[src/rtl/window_stream_arbiter.sv]
// ---------------------------------------------------------------------------
// window_stream_arbiter
//
// Shares one rts/rtr/sow/eow stream datapath between N_REQ requesters.
// Arbitration is round-robin and happens only between windows: once a
// requester wins, all of its beats up to and including the first accepted
// eow beat are forwarded before anyone else is considered. Each forwarded
// beat carries the index of the requester that produced it.
//
// The master side is fully registered behind a 2-entry out/skid buffer, so
// m_rtr_i never reaches s_rtr_o combinationally.
//
// Ports
//   clk, rst_n         clock, asynchronous active-low reset
//   s_rts_i[N_REQ]     per-requester ready-to-send
//   s_rtr_o[N_REQ]     per-requester ready-to-receive (only the grantee)
//   s_sow_i, s_eow_i   per-requester start/end of window
//   s_data_i           flattened payloads, requester k at [k*DATA_WIDTH +: DATA_WIDTH]
//   m_rts_o, m_rtr_i   output beat valid / downstream ready
//   m_sow_o, m_eow_o   window markers of the output beat
//   m_data_o, m_id_o   payload and source requester of the output beat
//   grant_o            one-hot current grant, zero while idle
//   busy_o             high while a window is locked
// ---------------------------------------------------------------------------
module window_stream_arbiter #(
  parameter int N_REQ      = 4,
  parameter int DATA_WIDTH = 16,
  parameter int ID_WIDTH   = $clog2(N_REQ)
) (
  input  logic                        clk,
  input  logic                        rst_n,
  input  logic [N_REQ-1:0]            s_rts_i,
  output logic [N_REQ-1:0]            s_rtr_o,
  input  logic [N_REQ-1:0]            s_sow_i,
  input  logic [N_REQ-1:0]            s_eow_i,
  input  logic [N_REQ*DATA_WIDTH-1:0] s_data_i,
  output logic                        m_rts_o,
  input  logic                        m_rtr_i,
  output logic                        m_sow_o,
  output logic                        m_eow_o,
  output logic [DATA_WIDTH-1:0]       m_data_o,
  output logic [ID_WIDTH-1:0]         m_id_o,
  output logic [N_REQ-1:0]            grant_o,
  output logic                        busy_o
);

  localparam logic [0:0] STATE_IDLE   = 1'b0;
  localparam logic [0:0] STATE_LOCKED = 1'b1;

  localparam int BEAT_WIDTH = 2 + ID_WIDTH + DATA_WIDTH;

  logic [0:0]            state;
  logic [N_REQ-1:0]      grant;
  logic [ID_WIDTH-1:0]   gid;
  logic [ID_WIDTH-1:0]   rr_ptr;

  logic                  found;
  logic [ID_WIDTH-1:0]   winner;
  logic [ID_WIDTH-1:0]   next_rr;
  int                    idx;

  logic                  sel_rts;
  logic                  sel_sow;
  logic                  sel_eow;
  logic [DATA_WIDTH-1:0] sel_data;
  logic                  accept;
  logic [BEAT_WIDTH-1:0] in_beat;

  logic                  out_valid;
  logic [BEAT_WIDTH-1:0] out_beat;
  logic                  skid_valid;
  logic [BEAT_WIDTH-1:0] skid_beat;

  // Round-robin search: first requesting index at or above rr_ptr, wrapping.
  always_comb begin
    found  = 1'b0;
    winner = '0;
    idx    = 0;
    for (int i = 0; i < N_REQ; i++) begin
      idx = int'(rr_ptr) + i;
      if (idx >= N_REQ) idx = idx - N_REQ;
      if (!found && s_rts_i[idx[ID_WIDTH-1:0]]) begin
        found  = 1'b1;
        winner = idx[ID_WIDTH-1:0];
      end
    end
  end

  assign next_rr = (int'(winner) == N_REQ - 1) ? '0 : winner + 1'b1;

  // The granted requester's signals, selected by its stored index.
  assign sel_rts  = s_rts_i[gid];
  assign sel_sow  = s_sow_i[gid];
  assign sel_eow  = s_eow_i[gid];
  assign sel_data = s_data_i[gid*DATA_WIDTH +: DATA_WIDTH];
  assign in_beat  = {sel_sow, sel_eow, gid, sel_data};

  // A full skid stalls the grantee; grant is zero in IDLE so s_rtr_o is too.
  assign s_rtr_o = grant & {N_REQ{~skid_valid}};
  assign accept  = (state == STATE_LOCKED) & ~skid_valid & sel_rts;

  always_ff @(posedge clk or negedge rst_n) begin
    if (!rst_n) begin
      state  <= STATE_IDLE;
      grant  <= '0;
      gid    <= '0;
      rr_ptr <= '0;
    end else begin
      case (state)
        STATE_IDLE: begin
          if (found) begin
            state  <= STATE_LOCKED;
            grant  <= {{(N_REQ-1){1'b0}}, 1'b1} << winner;
            gid    <= winner;
            rr_ptr <= next_rr;
          end
        end
        default: begin
          // The lock is only released by an accepted eow beat; no preemption.
          if (accept && sel_eow) begin
            state <= STATE_IDLE;
            grant <= '0;
          end
        end
      endcase
    end
  end

  // Accepts can only happen with skid empty, so the accept and skid-drain
  // branches are exclusive.
  always_ff @(posedge clk or negedge rst_n) begin
    if (!rst_n) begin
      out_valid  <= 1'b0;
      out_beat   <= '0;
      skid_valid <= 1'b0;
      skid_beat  <= '0;
    end else if (accept) begin
      if (!out_valid || m_rtr_i) begin
        out_valid <= 1'b1;
        out_beat  <= in_beat;
      end else begin
        skid_valid <= 1'b1;
        skid_beat  <= in_beat;
      end
    end else if (out_valid && m_rtr_i) begin
      if (skid_valid) begin
        out_beat   <= skid_beat;
        skid_valid <= 1'b0;
      end else begin
        out_valid <= 1'b0;
      end
    end
  end

  assign m_rts_o = out_valid;
  assign {m_sow_o, m_eow_o, m_id_o, m_data_o} = out_beat;
  assign grant_o = grant;
  assign busy_o  = (state == STATE_LOCKED);

endmodule

[config.mk]
export PLATFORM = sky130hd
export DESIGN_NAME = window_stream_arbiter
export DESIGN_NICKNAME = d
export VERILOG_FILES = /design/src/rtl/window_stream_arbiter.sv
export SDC_FILE = /design/constraint.sdc
export NUM_CORES = 1
export LEC_CHECK = 0
export ABC_CLOCK_PERIOD_IN_PS = 2450
export CAP_MARGIN = 20
export CORE_ASPECT_RATIO = 1.1
export CORE_MARGIN = 2
export CORE_UTILIZATION = 30
export DETAILED_ROUTE_END_ITERATION = 8
export PLACE_DENSITY_LB_ADDON = 0.08
export RECOVER_POWER = 25
export SETUP_SLACK_MARGIN = 0.1
export SYNTH_ARGS = -nofsm -noshare
export SYNTH_HDL_FRONTEND = slang
export SYNTH_SLANG_ARGS = --single-unit
[constraint.sdc]
create_clock -name clk -period 2.45 [get_ports clk]
set_input_delay 0.735 -clock clk [delete_from_list [all_inputs] [get_ports clk]]
set_output_delay 0.735 -clock clk [all_outputs]
set_load 0.05 [all_outputs]
# == Word-level counts from Yosys, hierarchy flattened ==
# Index checks and enable logic that the tools add are counted.
# op_classes
n_reduce_logical,19
shifts,2
n_bitwise,6
n_eq_ne,5
order_cmp,9
add_sub_neg,8
n_mux,44
# op_table
operator,n
20-bit 2-to-1 mux,4
64-bit by 7-bit indexed part select with 16-bit output,1
1-bit 2-to-1 mux,21
2-bit 2-to-1 mux,9
"2-bit by 3-bit less-than comparator with 1-bit output, second input constant",5
1-bit binary-select mux with 2-bit select,7
4-bit 2-to-1 mux,3
"3-bit greater-or-equal comparator, second input constant",3
2-bit AND reduction,4
"2-bit by 1-bit subtractor with 2-bit output, second input constant",4
"2-bit by 2-bit adder with 3-bit output, second input constant",2
3-bit AND reduction,2
2-bit nonzero test,3
1-bit logical AND,5
4-bit AND,1
1-bit logical NOT,4
"2-bit by 1-bit != test with 1-bit output, second input constant",2
"2-bit != test, second input constant",2
"1-bit by 2-bit << shifter with 4-bit output, first input constant",1
"2-bit by 1-bit adder with 3-bit output, second input constant",1
"2-bit by 3-bit greater-or-equal comparator with 1-bit output, second input constant",1
1-bit NOT,3
"2-bit by 1-bit adder with 2-bit output, second input constant",1
1-bit AND,2
2 further kinds,2
# word_totals
output_inout_bits,30
regBits,51

# == Logic depth before layout (Yosys ltp) ==
# depth
ltp_word,17
depth_mapped,7
mapped_depth_nobuf,7

# == Worst setup path before layout ==
# OpenSTA, ideal clock, no wires.
# synth_path
kind,flip-flop to flip-flop
start,"register state, in the netlist busy_o"
end,register out_beat[10]
period_less_slack_ps,2263
arrival_ps,2138
stages_incl_launch_ff,6
setup_slack_ps,187
path_cell_list,dfrtp_1 -> or3b_1 -> o22ai_4 -> buf_4 -> mux2_2 -> mux2_4
# synth_between
elab_chain_len,4
# synth_rtl
item,line_no,rtl
"start, declared",52,logic [0:0] state;
"start signal, assigned",104,state <= STATE_IDLE;
"start signal, assigned",112,state <= STATE_LOCKED;
"start signal, assigned",121,state <= STATE_IDLE;
1-bit AND * (2 in a row),100,assign accept = (state == STATE_LOCKED) & ~skid_valid & sel_rts;
2-bit by 1-bit != test with 1-bit output (no line) or 2-bit nonzero test (tied branches),--,
3-bit AND reduction (no line),--,
"end signal, assigned",140,out_beat <= in_beat;
"end signal, assigned",147,out_beat <= skid_beat;
"end, declared",70,logic [BEAT_WIDTH-1:0] out_beat;
# Mark *: on every way between the ends. The rest lies on a longest branch, timed or not.
# A chain may end at the register's enable or synchronous reset.

# == Worst setup path after layout ==
# layout_path
start,"register grant[2], in the netlist grant_o[2]"
end,output port grant_o[2]
# layout_rtl
item,line_no,rtl
"start, declared",53,logic [N_REQ-1:0] grant;
"start signal, assigned",113,"grant <= {{(N_REQ-1){1'b0}}, 1'b1} << winner;"
"end, declared",43,"output logic [N_REQ-1:0] grant_o,"
# No word-level cell between the ends.

==> qor.yml <==
place:
  port_buffers: 108
  place_inst: 436
  gp_congestion: 0.7432
  hpwlAfterDp_um: 5447
die:
  start_util_pct: 30.65
  dieArea_um2: 10870
  io_pins: 109
  die_y_um: 109.2
  fp.coreArea_um2: 9842
  fp-row-count: 38
  die_w_um: 99.61
global_routing:
  grt_max_degree: 52
  grt_pass1_vias: 2265
  grt_pass1_wl_um: 11740
  antenna_found_initial: 0
  grt_remaining_overflow: 0
  track_usage_pct: 13.91
sta:
  drv_slew: 0
  setup_viol: 0
  rsz0062_at_grt: "false"
  hold_viol: 0
  skew_ns: 0.006784
  relSlewSlack_pct: 12.08
  worst_pin_slew_ns: 1.319
  finalCritPeriodShare_pct: 92.03
  min_period_ns: 2.255
  max_freq_ghz: 0.4435
power:
  total_power_mw: 6.576
  p_sw_share_pct: 39.60
  intPower_mw: 3.972
  power.leakage_nw: 1.998
  cellPowerDensity_nw_per_um2: 1447
  sequentialPowerShare_pct: 23.8
  peakVddDrop_uv: 582.7
  p_sw_mw: 2.604
  clock_power_share_pct: 8.1
  comb_power_share_pct: 68.0
setup_path:
  crit_type: "flop to output port"
  cpPeakStageDelay_ns: 0.82
  worst_path_max_delay_cell: "clkdlybuf4s50_1"
  cp_top_family: "buffers and inverters"
  r2r-start: "busy_o"
  critPathBufInv: 1
  crit_fanout: 3
  crit_arrival_ns: 1.52
  cp-start-kind: "flop"
  crit_path_end_kind: "output port"
  cp.required_ns: 1.71
  crit_chain: "clkdlybuf4s50_1"
  crit_start: "grant_o[2]"
clocking:
  clock_latency_ns: 0.31
  cts_buffers: 5
  root_buffer: "clkbuf_8"
  cts_max_path_buffers: 2
  cts_tree: "built"
  clkTransAtPathRegs_ns: 0.10
  ctsHoldBuffers: 0
  cts_htree_levels: 2
  cts_num_sinks: 51
layout:
  layoutNonFillerInstCount: 449
  final_nets: 411
  drive_gt1_share_pct: 40.43
  diodes: 0
  area_growth_pct: 50.64
logic_synthesis:
  synth-edff-count: 0
  synth_fa_ha_area_share_pct: 1.659
  ys.flop_type: "dfrtp_1"
  synth-seq-area-share_pct: 42.31
  synthArstFlopShare_pct: 100.0
  synth_cell_types: 28
  synth-compound-area-share_pct: 3.484
  synthXorXnorAreaFrac_pct: 0
  syn_inst: 197
  synth_nets: 280
  yosys.area_share.simple_pct: 4.977
  synthMuxAreaShare_pct: 44.05
  yosysWarningCount: 0
  synth_seq_cells: 51
  synthesis.area_um2: 3017
  synth_top_family_by_area: "multiplexers"
  avgSynthCellArea_um2: 15.31
routing:
  num_vias: 2122
  drt_iter0_drc: 83
  drt-total-wl_um: 7411
  avgViaCountPerCell: 4.726
  wl_per_cell_um: 16.51
  firstDrtPassIters: 4
  drc_errors: 0
  ant_nets: 0
hold_path:
  min_from: "skid_beat[9]"
  hold_class: "flop to flop"
outcome:
  status: "completed"
run:
  maxCapViolations: 0
==> cell type report <==
type	count	area, µm²
inverters	5	18.77
clock inverters	2	16.27
repair buffers	135	1335
multi-input cells	130	1665
well taps	120	150.1
fillers	896	5298
clock buffers	6	82.58
flip-flops and latches	51	1276
==> flip-flops by register name (all words and copies together), names as in the netlist <==
register and cells:
skid_valid 1, grant_o 4, gid 2, rr_ptr 2, busy_o 1, skid_beat 20
out_beat 20, m_rts_o 1
==> cell usage after synthesis, types with 3 or more instances <==
library cell | number | area share [%]
mux4_2 | 18 | 13
nand2b_1 | 3 | 0.62
dfrtp_1 | 51 | 42
mux2_4 | 40 | 20
o21ai_0 | 4 | 0.66
a21oi_1 | 8 | 1.3
ha_1 | 4 | 1.7
mux2i_1 | 3 | 1.0
nor2_1 | 4 | 0.50
nor2b_1 | 6 | 1.2
buf_6 | 4 | 1.5
inv_1 | 5 | 0.62
mux2_2 | 26 | 9.7
buf_4 | 4 | 1.0
==> final timing paths <==
kind,endpoint,slack (ns),depth (start not counted)
setup / recovery,grant_o[2],0.20,1
hold / removal,skid_beat[9],0.52,1
setup reg to reg,out_beat[8],0.28,6
hold reg to reg,skid_beat[9],0.52,1
max in group asynchronous,skid_beat[12],0.86,2
min in group asynchronous,skid_beat[0],0.79,2
==> stage by stage <==
step	hold WS [ns]	util [%]	instance area [µm²]	TNS, ns	setup slack [ns]
after floorplan	0.4394	-	3017	0	0.1866
after global placement	0.4864	44.39	4369	-9.311	-0.2666
after detailed placement	0.4907	44.39	4369	-10.47	-0.2712
after CTS	0.4178	46.21	4548	0	0.07540
after global routing	0.5351	46.17	4544	0	0.1322
final	0.5158	46.17	4544	0	0.1953
==> cells in the final DEF, fill, tap and decap left out, types with 4 or more instances in the layout <==
master and instances:
clkdlybuf4s50_1 97, buf_4 25, dfrtp_1 51, nor2_1 4, mux2_4 40, nor2b_1 6
mux4_2 18, clkbuf_8 6, o21ai_0 4, inv_1 5, a21oi_1 8, mux2_2 26
==> power by group through the flow <==
| stage | clock network (mW) | logic [mW] | registers (mW) |
|---|---|---|---|
| CTS | 0.555 | 4.55 | 1.57 |
| detailed placement | 0 | 4.35 | 1.58 |
| floorplan | 0 | 2.41 | 2.24 |
| global route | 0.583 | 4.78 | 1.63 |
| finish | 0.536 | 4.47 | 1.57 |
| global placement | 0 | 4.33 | 1.57 |
==> what timing repair did <==
action | CTS | global route
gates resized for setup | 8 | 4
buffers inserted | 4 | 0
cloned | 1 | 0
pin swaps | 1 | 4
endpoints found under the setup margin | 26 | 35
==> per-layer routing <==
layer,vias up,wire [µm],global-route usage [%]
met2,66,3766,24.66
li1,1000,-,-
met5,-,0,0
met1,1051,3200,17.13
met3,5,415,3.397
met4,0,29,3.229
==> logic make-up after synthesis <==
family,count (synthesis)
compound gates,15
fa+ha+maj,4
buf+inv,16
flops,51
mux,87
simple gates,24
(Power assumes the default switching activity.)
